[config.mk]
export PLATFORM = sky130hd
export DESIGN_NAME = adder_nibble_serial
export DESIGN_NICKNAME = d
export VERILOG_FILES = /design/src/rtl/adder_nibble_serial_pkg.sv /design/src/rtl/adder_nibble_serial_cla4.sv /design/src/rtl/adder_nibble_serial.sv
export SDC_FILE = /design/constraint.sdc
export NUM_CORES = 1
export LEC_CHECK = 0
export ABC_AREA = 0
export BUFFER_PORTS_ARGS = -buffer_cell sky130_fd_sc_hd__buf_2
export CORE_UTILIZATION = 45
export DETAILED_ROUTE_END_ITERATION = 10
export GPL_TIMING_DRIVEN = 1
export PLACE_DENSITY = 0.68
export SYNTH_ARGS = -nofsm -noshare
export SYNTH_HDL_FRONTEND = slang
export SYNTH_HIERARCHICAL = 1
export SYNTH_SLANG_ARGS = --single-unit
export TNS_END_PERCENT = 20
[constraint.sdc]
create_clock -name clk -period 9.1 [get_ports clk]
set_input_delay 0 -clock clk [delete_from_list [all_inputs] [get_ports clk]]
set_output_delay 0 -clock clk [all_outputs]
set_load 0.05 [all_outputs]
[src/rtl/adder_nibble_serial_pkg.sv]
// Shared definitions for the nibble-serial adder: FSM state encoding and slice width.
package adder_nibble_serial_pkg;

  localparam int NIBBLE_W = 4;

  typedef enum logic [1:0] {
    ST_IDLE = 2'd0,
    ST_RUN  = 2'd1,
    ST_DONE = 2'd2
  } state_t;

endpackage

[src/rtl/adder_nibble_serial_cla4.sv]
// 4-bit carry-lookahead adder slice; purely combinational.
module adder_nibble_serial_cla4
  import adder_nibble_serial_pkg::*;
(
  input  logic [NIBBLE_W-1:0] a_i,
  input  logic [NIBBLE_W-1:0] b_i,
  input  logic                ci_i,
  output logic [NIBBLE_W-1:0] s_o,
  output logic                co_o
);

  logic [NIBBLE_W-1:0] g;
  logic [NIBBLE_W-1:0] p;
  logic [NIBBLE_W:0]   c;

  assign g = a_i & b_i;
  assign p = a_i ^ b_i;

  // Every carry is flattened to generate/propagate terms of ci, none ripple.
  assign c[0] = ci_i;
  assign c[1] = g[0] | (p[0] & ci_i);
  assign c[2] = g[1] | (p[1] & g[0]) | (p[1] & p[0] & ci_i);
  assign c[3] = g[2] | (p[2] & g[1]) | (p[2] & p[1] & g[0])
              | (p[2] & p[1] & p[0] & ci_i);
  assign c[4] = g[3] | (p[3] & g[2]) | (p[3] & p[2] & g[1])
              | (p[3] & p[2] & p[1] & g[0]) | (p[3] & p[2] & p[1] & p[0] & ci_i);

  assign s_o  = p ^ c[NIBBLE_W-1:0];
  assign co_o = c[NIBBLE_W];

endmodule

[src/rtl/adder_nibble_serial.sv]
// WIDTH-bit add/subtract that time-multiplexes one 4-bit CLA slice, one nibble per
// cycle LSB-first, with valid/ready handshakes on operand and result sides.
module adder_nibble_serial
  import adder_nibble_serial_pkg::*;
#(
  parameter int WIDTH = 32
) (
  input  logic             clk,
  input  logic             rstn,
  input  logic             in_valid,
  output logic             in_ready,
  input  logic [WIDTH-1:0] in_a,
  input  logic [WIDTH-1:0] in_b,
  input  logic             in_sub,
  input  logic             in_cin,
  output logic             out_valid,
  input  logic             out_ready,
  output logic [WIDTH-1:0] out_sum,
  output logic             out_cout,
  output logic             out_ovf
);

  localparam int NIB = WIDTH / NIBBLE_W;
  localparam int CW  = $clog2(NIB);
  localparam logic [CW-1:0] LAST_IDX = CW'(NIB - 1);

  if ((WIDTH % NIBBLE_W) != 0 || WIDTH < 8) begin : g_bad_width
    $error("adder_nibble_serial: WIDTH must be a multiple of 4 and >= 8");
  end

  state_t            state_q, state_d;
  logic [CW-1:0]     idx_q, idx_d;
  logic              carry_q, carry_d;
  logic [WIDTH-1:0]  a_q, a_d;
  logic [WIDTH-1:0]  b_q, b_d;
  logic [WIDTH-1:0]  sum_q, sum_d;
  logic              cout_q, cout_d;
  logic              ovf_q, ovf_d;

  logic [NIBBLE_W-1:0] slice_a;
  logic [NIBBLE_W-1:0] slice_b;
  logic [NIBBLE_W-1:0] slice_s;
  logic                slice_co;

  assign slice_a = a_q[NIBBLE_W*idx_q +: NIBBLE_W];
  assign slice_b = b_q[NIBBLE_W*idx_q +: NIBBLE_W];

  adder_nibble_serial_cla4 u_slice (
    .a_i  (slice_a),
    .b_i  (slice_b),
    .ci_i (carry_q),
    .s_o  (slice_s),
    .co_o (slice_co)
  );

  always_comb begin
    state_d = state_q;
    idx_d   = idx_q;
    carry_d = carry_q;
    a_d     = a_q;
    b_d     = b_q;
    sum_d   = sum_q;
    cout_d  = cout_q;
    ovf_d   = ovf_q;
    case (state_q)
      ST_IDLE: begin
        if (in_valid) begin
          // Subtraction is A + ~B + 1, so B is stored already inverted.
          a_d     = in_a;
          b_d     = in_sub ? ~in_b : in_b;
          carry_d = in_sub | in_cin;
          idx_d   = '0;
          state_d = ST_RUN;
        end
      end
      ST_RUN: begin
        sum_d[NIBBLE_W*idx_q +: NIBBLE_W] = slice_s;
        carry_d = slice_co;
        idx_d   = idx_q + 1'b1;
        if (idx_q == LAST_IDX) begin
          cout_d  = slice_co;
          ovf_d   = (a_q[WIDTH-1] == b_q[WIDTH-1]) && (slice_s[NIBBLE_W-1] != a_q[WIDTH-1]);
          state_d = ST_DONE;
        end
      end
      ST_DONE: begin
        if (out_ready) state_d = ST_IDLE;
      end
      default: state_d = ST_IDLE;
    endcase
  end

  always_ff @(posedge clk) begin
    if (!rstn) begin
      state_q <= ST_IDLE;
      idx_q   <= '0;
      carry_q <= 1'b0;
      sum_q   <= '0;
      cout_q  <= 1'b0;
      ovf_q   <= 1'b0;
    end else begin
      state_q <= state_d;
      idx_q   <= idx_d;
      carry_q <= carry_d;
      sum_q   <= sum_d;
      cout_q  <= cout_d;
      ovf_q   <= ovf_d;
    end
  end

  // Latched operands are only read in RUN, so they need no reset.
  always_ff @(posedge clk) begin
    a_q <= a_d;
    b_q <= b_d;
  end

  assign in_ready  = (state_q == ST_IDLE);
  assign out_valid = (state_q == ST_DONE);
  assign out_sum   = sum_q;
  assign out_cout  = cout_q;
  assign out_ovf   = ovf_q;

endmodule

==> results of run 1 <==
## area by class of cell
class / instances / area (sq um)
Fill cell: 821 / 3830
Sequential cell: 104 / 2720
Multi-Input combinational cell: 217 / 1800
Timing Repair Buffer: 172 / 1190
Tap cell: 133 / 166
Clock buffer: 9 / 124
Clock inverter: 7 / 46.3
Inverter: 8 / 30.0
## worst register-to-register path, stage by stage, from the launching register on
cell and delay [ps]:
dfxtp_1 920, mux4_2 430, nand2_1 90, nand2_1 90, ha_1 310, a21o_1 190
a31o_1 230, xor2_1 470, and3b_1 250, o311a_1 320
## per-layer routing
layer	track usage [%]	vias up	wire length (um)
met3	3.51	13	471
met4	5.41	0	138
li1	-	1571	-
met2	34.8	111	5180
met5	0	-	0
met1	23.7	1547	4190
## how the worst max path moves through the flow
stage,startpoint,end,slack (ps),cells after the start
2_1_floorplan,state_q[0]$_SDFFE_PN0P_,a_q[0]$_DFFE_PP_,3700,2
3_3_place_gp,idx_q[1]$_SDFFE_PN0P_,out_ovf$_SDFFE_PN0P_,5850,9
3_5_place_dp,idx_q[1]$_SDFFE_PN0P_,out_ovf$_SDFFE_PN0P_,5730,9
4_1_cts,idx_q[1]$_SDFFE_PN0P_,out_ovf$_SDFFE_PN0P_,5710,9
5_1_grt,idx_q[1]$_SDFFE_PN0P_,out_ovf$_SDFFE_PN0P_,5470,9
6_report,idx_q[1]$_SDFFE_PN0P_,out_ovf$_SDFFE_PN0P_,5700,9
## stage by stage
stage / total power (uW) / cell area [sq um] / worst slack [ps]
after global placement: 670 / 5260 / 5850
after CTS: 948 / 6080 / 5710
after floorplan: 634 / 4680 / 3700
final: 946 / 6080 / 5700
after global routing: 987 / 6080 / 5470
after detailed placement: 674 / 5260 / 5730
## placed cells by master (no fill, tap or decap), types with 2 or more instances in the layout
| cell | count |
|---|---|
| nand3_1 | 8 |
| nand4_1 | 4 |
| buf_4 | 2 |
| ha_1 | 11 |
| buf_2 | 105 |
| nor2b_1 | 10 |
| nand2_1 | 65 |
| dfxtp_1 | 40 |
| inv_1 | 7 |
| xnor2_1 | 2 |
| edfxtp_1 | 64 |
| mux4_2 | 16 |
| nand4b_1 | 3 |
| a22oi_1 | 2 |
| mux2i_1 | 35 |
| dlygate4sd3_1 | 65 |
| xor2_1 | 33 |
| inv_6 | 2 |
| nor2_1 | 2 |
| o21ai_0 | 2 |
| a21o_1 | 3 |
| and4_4 | 3 |
| nand2b_1 | 2 |
| clkbuf_8 | 9 |
| clkinv_1 | 3 |
## where the power goes
part           internal (uW)  leakage, uW  switching [uW]
clock network           99.5    0.0000813             161
registers                527     0.000933            9.65
logic                   69.6      0.00153            78.8
total                    696      0.00255             250
## logic make-up (layout without fill, tap and decap cells)
kind of cell	count (synthesis)	in the layout	synth area share [%]
AO/OA/AOI/OAI	13	13	2.06
XOR/XNOR	35	35	6.55
adder cells (fa/ha/maj)	12	12	3.37
buffers and inverters	32	196	3.55
flip-flops	104	104	58.1
multiplexers	51	51	15.2
AND/OR/NAND/NOR	106	106	11.2
## sequential cells by signal, summed over array words and instances, names as in the netlist
register / cells
a_q: 32
b_q: 32
carry_q: 1
idx_q: 3
out_cout: 1
out_ovf: 1
out_sum: 32
state_q: 2
## cells in the mapped netlist, types with 2 or more instances
library cell	instances	area, sq um
buf_6	4	45.0
a22oi_1	2	15.0
xor2_1	33	289
nand4b_1	3	26.3
buf_2	9	45.0
nor2_1	2	7.51
nand2b_1	2	12.5
xnor2_1	2	17.5
ha_1	11	138
inv_1	7	26.3
mux4_2	16	360
o21ai_0	2	10.0
nand3_1	8	40.0
mux2i_1	35	350
dfxtp_1	40	801
nor2b_1	10	62.6
nand4_1	4	25.0
nand2_1	65	244
and4_4	3	33.8
a21o_1	3	22.5
edfxtp_1	64	1920
clkbuf_1	9	33.8
## what timing repair did
item | in CTS | in global routing
setup buffers | 0 | 0
endpoints found under the hold margin | 65 | 0
hold buffers | 65 | 0
setup endpoints to repair | 0 | 0
==> key figures, run 1 <==
Run status
  – Status: finished clean

Setup path
  – Crit path required time: 9360 ps
  – Critical Path, Cell by Cell: mux4_2, nand2_1, nand2_1, ha_1, a21o_1, a31o_1, xor2_1, and3b_1, o311a_1
  – CP endpoint kind: register
  – Most frequent CP cell: nand2_1
  – CP max FO: 22
  – CP top delay family: flip-flops
  – Register-to-Register Setup Slack: 5700 ps
  – Worst Path Buf+Inv: 0
  – Worst path max stage delay: 920 ps
  – Path depth of the worst reg2reg path: 9
  – Reg-to-Reg End: out_ovf$_SDFFE_PN0P_
  – Crit Path Category: reg2reg
  – Critical Path Source Type: register
  – R2R Path Start: idx_q[1]$_SDFFE_PN0P_
  – Worst path arrival time: 3660 ps
  – CP max stage cell: dfxtp_1

Routing
  – Drt drc: 0
  – Post-Route WL: 9990 um
  – Via density: 4.99
  – DR WL/cell: 15.4 um
  – DR pass1 iterations: 4
  – Vias: 3242
  – Initial DRC count: 129
  – Detail Route Antenna Nets: 0

Clock network
  – Clock Path Buffers: 2
  – Num CTS Buffers: 9
  – CTS tree: built
  – CTS Sinks: 104
  – Clock-pin slew on the worst setup and hold paths: 100 ps
  – PostCTS Resize Cnt: 0
  – H-tree depth: 3
  – Clock latency on the worst-skew pair: 370 ps
  – Clock Tree Root: clkbuf_8

Global routing
  – Initial antenna violation count: 0
  – Vias in the first global route: 3327
  – Tot GR Track Use: 19.3%
  – First-pass GRT wire length: 16300 um
  – GRT Residual Overflow: 0
  – Largest net degree at the start of global routing: 65

Power
  – Ratio of total power to cell area: 156 nW/um^2
  – Lkg Pwr: 0.00255 uW
  – Max VDD drop: 0.0000682 V

Logic synthesis
  – Post-synthesis sequential area ratio: 58.1%
  – Synthesized Nets: 435
  – Gate Count Post-Synth: 353
  – Seq cells post-synth: 104
  – Post-synth ARST share: 0%
  – Primary FF master, synth: edfxtp_1
  – Synth warnings: 6
  – Unique cell type count in the Yosys netlist: 41
  – Syn Area/Cell: 13.3 sq um
  – Cell Area, Synth: 4680 sq um
  – Number of flops mapped to enable cells by yosys: 64

Die
  – Num rows: 36
  – I/O pins: 106
  – Height of the die: 104 um
  – Starting Density: 47.3%
  – Core footprint: 9910 sq um
  – Die X: 104 um
  – Die ar.: 10800 sq um

Cells and area
  – Share of layout cells above drive strength 1: 27.3%
  – Final std cells w/o fill: 650
  – Ant. Diodes: 0
  – Fin util: 61.4%
  – Area delta synth->final: 29.8%
  – Layout Nets: 594

STA
  – Achievable frequency: 294 MHz
  – Rel. slew slack: 38.2%
  – Final hold vios: 0
  – Final Max Tran Viols: 0
  – Final setup viols: 0
  – Tmin final: 3400 ps
  – Final Cycle Share: 37.3%
  – Slew at the pin with the worst max-slew slack: 926 ps
  – Clk_skew: 9.95 ps
  – WHS: 68.3 ps
  – Sum Neg Setup Slack: 0 ps
  – RSZ-0062 raised after global routing: no

Place
  – Port Buffer Count: 105
  – Final Wtd Congestion: 0.736
  – Post-Place Cells: 569
  – DP Wirelength: 6540 um

Min path
  – Hold endpoint: state_q[0]$_SDFFE_PN0P_
  – Hold WC Path Type: in2reg
  – Hold path depth: 4
  – HP Start: in_valid

Flow run
  – Max cap viols: 0
Note: power is estimated with default switching activity, not from simulation.
==> inputs of run 2 (changes only) <==
==> constraint.sdc (replaced) <==
create_clock -name clk -period 3.4 [get_ports clk]
set_input_delay 0 -clock clk [delete_from_list [all_inputs] [get_ports clk]]
set_output_delay 0 -clock clk [all_outputs]
set_load 0.05 [all_outputs]
==> run 2 against run 1 <==
Combinational power rose to 2.8 times the previous value. Sequential cell count did not move. Cell area is 1.2% higher. Highest routed layer unchanged.
==> key figures, run 2 (synthesis gave the netlist of run 1 again) <==
Die
  – Starting Density: 47.3% (unchanged)
  – Die ar.: 10800 sq um (unchanged)
  – I/O pins: 106 (unchanged)
  – Num rows: 36 (unchanged)
  – Core footprint: 9910 sq um (unchanged)
  – Height of the die: 104 um (unchanged)
  – Die X: 104 um (unchanged)

STA
  – Achievable frequency: 338 MHz (+15%)
  – Sum Neg Setup Slack: 0 ps (unchanged)
  – Final Cycle Share: 87.0% (+50 points)
  – Clk_skew: 9.39 ps (-0.564 ps)
  – WHS: 81.0 ps (+12.6 ps)
  – Final hold vios: 0 (unchanged)
  – Slew at the pin with the worst max-slew slack: 895 ps (-30.9 ps)
  – Tmin final: 2960 ps (-439 ps)
  – Final Max Tran Viols: 0 (unchanged)
  – Rel. slew slack: 40.2% (+2.1 points)
  – Setup ws final: 443 ps (-5260 ps)
  – Final setup viols: 0 (unchanged)
  – RSZ-0062 raised after global routing: no

Routing
  – DR WL/cell: 14.9 um (-3.4%)
  – Detail Route Antenna Nets: 0 (unchanged)
  – DR pass1 iterations: 6 (+2)
  – Vias: 3235 (-0.22%)
  – Drt drc: 0 (unchanged)
  – Via density: 4.93 (-1.1%)
  – Initial DRC count: 88 (-32%)
  – Post-Route WL: 9740 um (-2.5%)

Power
  – Ratio of total power to cell area: 421 nW/um^2 (+170%)
  – Max VDD drop: 0.000231 V (+240%)
  – Lkg Pwr: 0.00259 uW (+1.7%)

Place
  – Placement Cell Area: 5310 sq um (+0.98%)
  – Worst slack at placement: 425 ps (-5310 ps)
  – DP Wirelength: 6770 um (+3.6%)
  – Port Buffer Count: 105 (unchanged)
  – Final Wtd Congestion: 0.732 (-0.53%)

Global routing
  – GRT busiest layer: met2
  – Tot GR Track Use: 19.2% (-0.11 points)
  – Initial antenna violation count: 0 (unchanged)
  – First-pass GRT wire length: 16100 um (-1.4%)
  – Met3 GRT Util: 4.51% (+1.0 points)
  – GRT Residual Overflow: 0 (unchanged)
  – Vias in the first global route: 3308 (-0.57%)
  – Met2 usage: 33.4% (-1.4 points)
  – Met1 usage: 23.5% (-0.21 points)
  – Largest net degree at the start of global routing: 65 (unchanged)

Setup path
  – Critical Path Source Type: register
  – CP endpoint kind: register
  – Crit Path Category: reg2reg
  – CP max FO: 14 (-36%)
  – Path depth of the worst reg2reg path: 11 (+2)
  – Worst path arrival time: 3220 ps (-440 ps)
  – Crit path required time: 3660 ps (-5700 ps)

Clock network
  – Clock Tree Root: clkbuf_8
  – CTS tree: built
  – Num CTS Buffers: 9 (unchanged)
  – CTS Sinks: 104 (unchanged)
  – Clock-pin slew on the worst setup and hold paths: 90 ps (about the same)
  – PostCTS Resize Cnt: 0 (unchanged)
  – Clock Path Buffers: 2 (unchanged)
  – Clock latency on the worst-skew pair: 370 ps (about the same)
  – H-tree depth: 3 (unchanged)
  – Post-CTS setup buffers: 0 (unchanged)

Flow run
  – Max cap viols: 0 (unchanged)

Min path
  – Hold path depth: 4 (unchanged)
  – Hold WC Path Type: in2reg

Cells and area
  – Most common cell after layout, fill and taps aside: buf_2
  – Share of layout cells above drive strength 1: 28.1% (+0.83 points)
  – Layout Nets: 600 (+1.0%)
  – Most frequent cells in the layout: 105 x buf_2, 65 x nand2_1, 65 x dlygate4sd3_1
  – Fillers: 801 (-2.4%)
  – Area delta synth->final: 31.3%
  – Final Instance Area: 6150 sq um (+1.2%)
  – Ant. Diodes: 0 (unchanged)

Run status
  – Status: finished clean
[run 2: changes by cell type in the layout (fill, tap and decap cells not counted), moves of 2 or more]
cell,before,now
clkinv_1,3,1
clkbuf_1,0,2
inv_6,2,0
buf_4,2,8
[run 2: timing repair]
item | CTS | global route
hold buffers | 65 | 0
hold endpoints to repair | 65 | 0
endpoints found under the setup margin | 0 | 0
[run 2: layer usage]
layer	part of all wire, %	vias to the layer above
met5	0	-
met4	0.84	0
met3	5.0	7
met2	52	92
met1	42	1556
li1	-	1580
[run 2: final timing paths]
check / startpoint / end / slack (ps)
worst max-delay path: idx_q[0]$_SDFFE_PN0P_ / out_ovf$_SDFFE_PN0P_ / 440
worst min-delay path: in_valid / state_q[0]$_SDFFE_PN0P_ / 80
worst max register to register: idx_q[0]$_SDFFE_PN0P_ / out_ovf$_SDFFE_PN0P_ / 440
worst min register to register: out_sum[1]$_SDFFE_PN0P_ / out_sum[1]$_SDFFE_PN0P_ / 460
[run 2: critical path, cell delays in order, from the launching register on]
cell and delay (ps):
dfxtp_1 330, buf_4 280, mux4_2 530, nand2_1 80, nand2_1 100, ha_1 300, a21o_1 200, a31o_1 240
xor2_1 130, buf_4 170, and3b_1 180, o311a_1 310
[run 2: cell type report]
type,count,area [sq um],share of cell area (%)
Multi-Input combinational cell,217,1810,29.4
Clock buffer,11,131,2.14
Clock inverter,5,57.6,0.936
Inverter,8,30.0,0.488
Timing Repair Buffer,178,1240,20.1
Tap cell,133,166,2.71
Sequential cell,104,2720,44.3
[run 2: per-stage QoR]
stage / total power, uW / utilization (%) / instances
floorplan: 1690 / - / 353
global placement: 1810 / 53.6 / 575
detailed placement: 1820 / 53.6 / 575
CTS: 2610 / 62.1 / 656
global route: 2710 / 62.1 / 656
finish: 2590 / 62.1 / 656
[run 2: where the power goes]
part	internal, uW	leakage, uW	switching (uW)
combinational	195	0.00156	218
clock	341	0.0000934	405
sequential	1410	0.000933	21.3
total	1950	0.00259	644
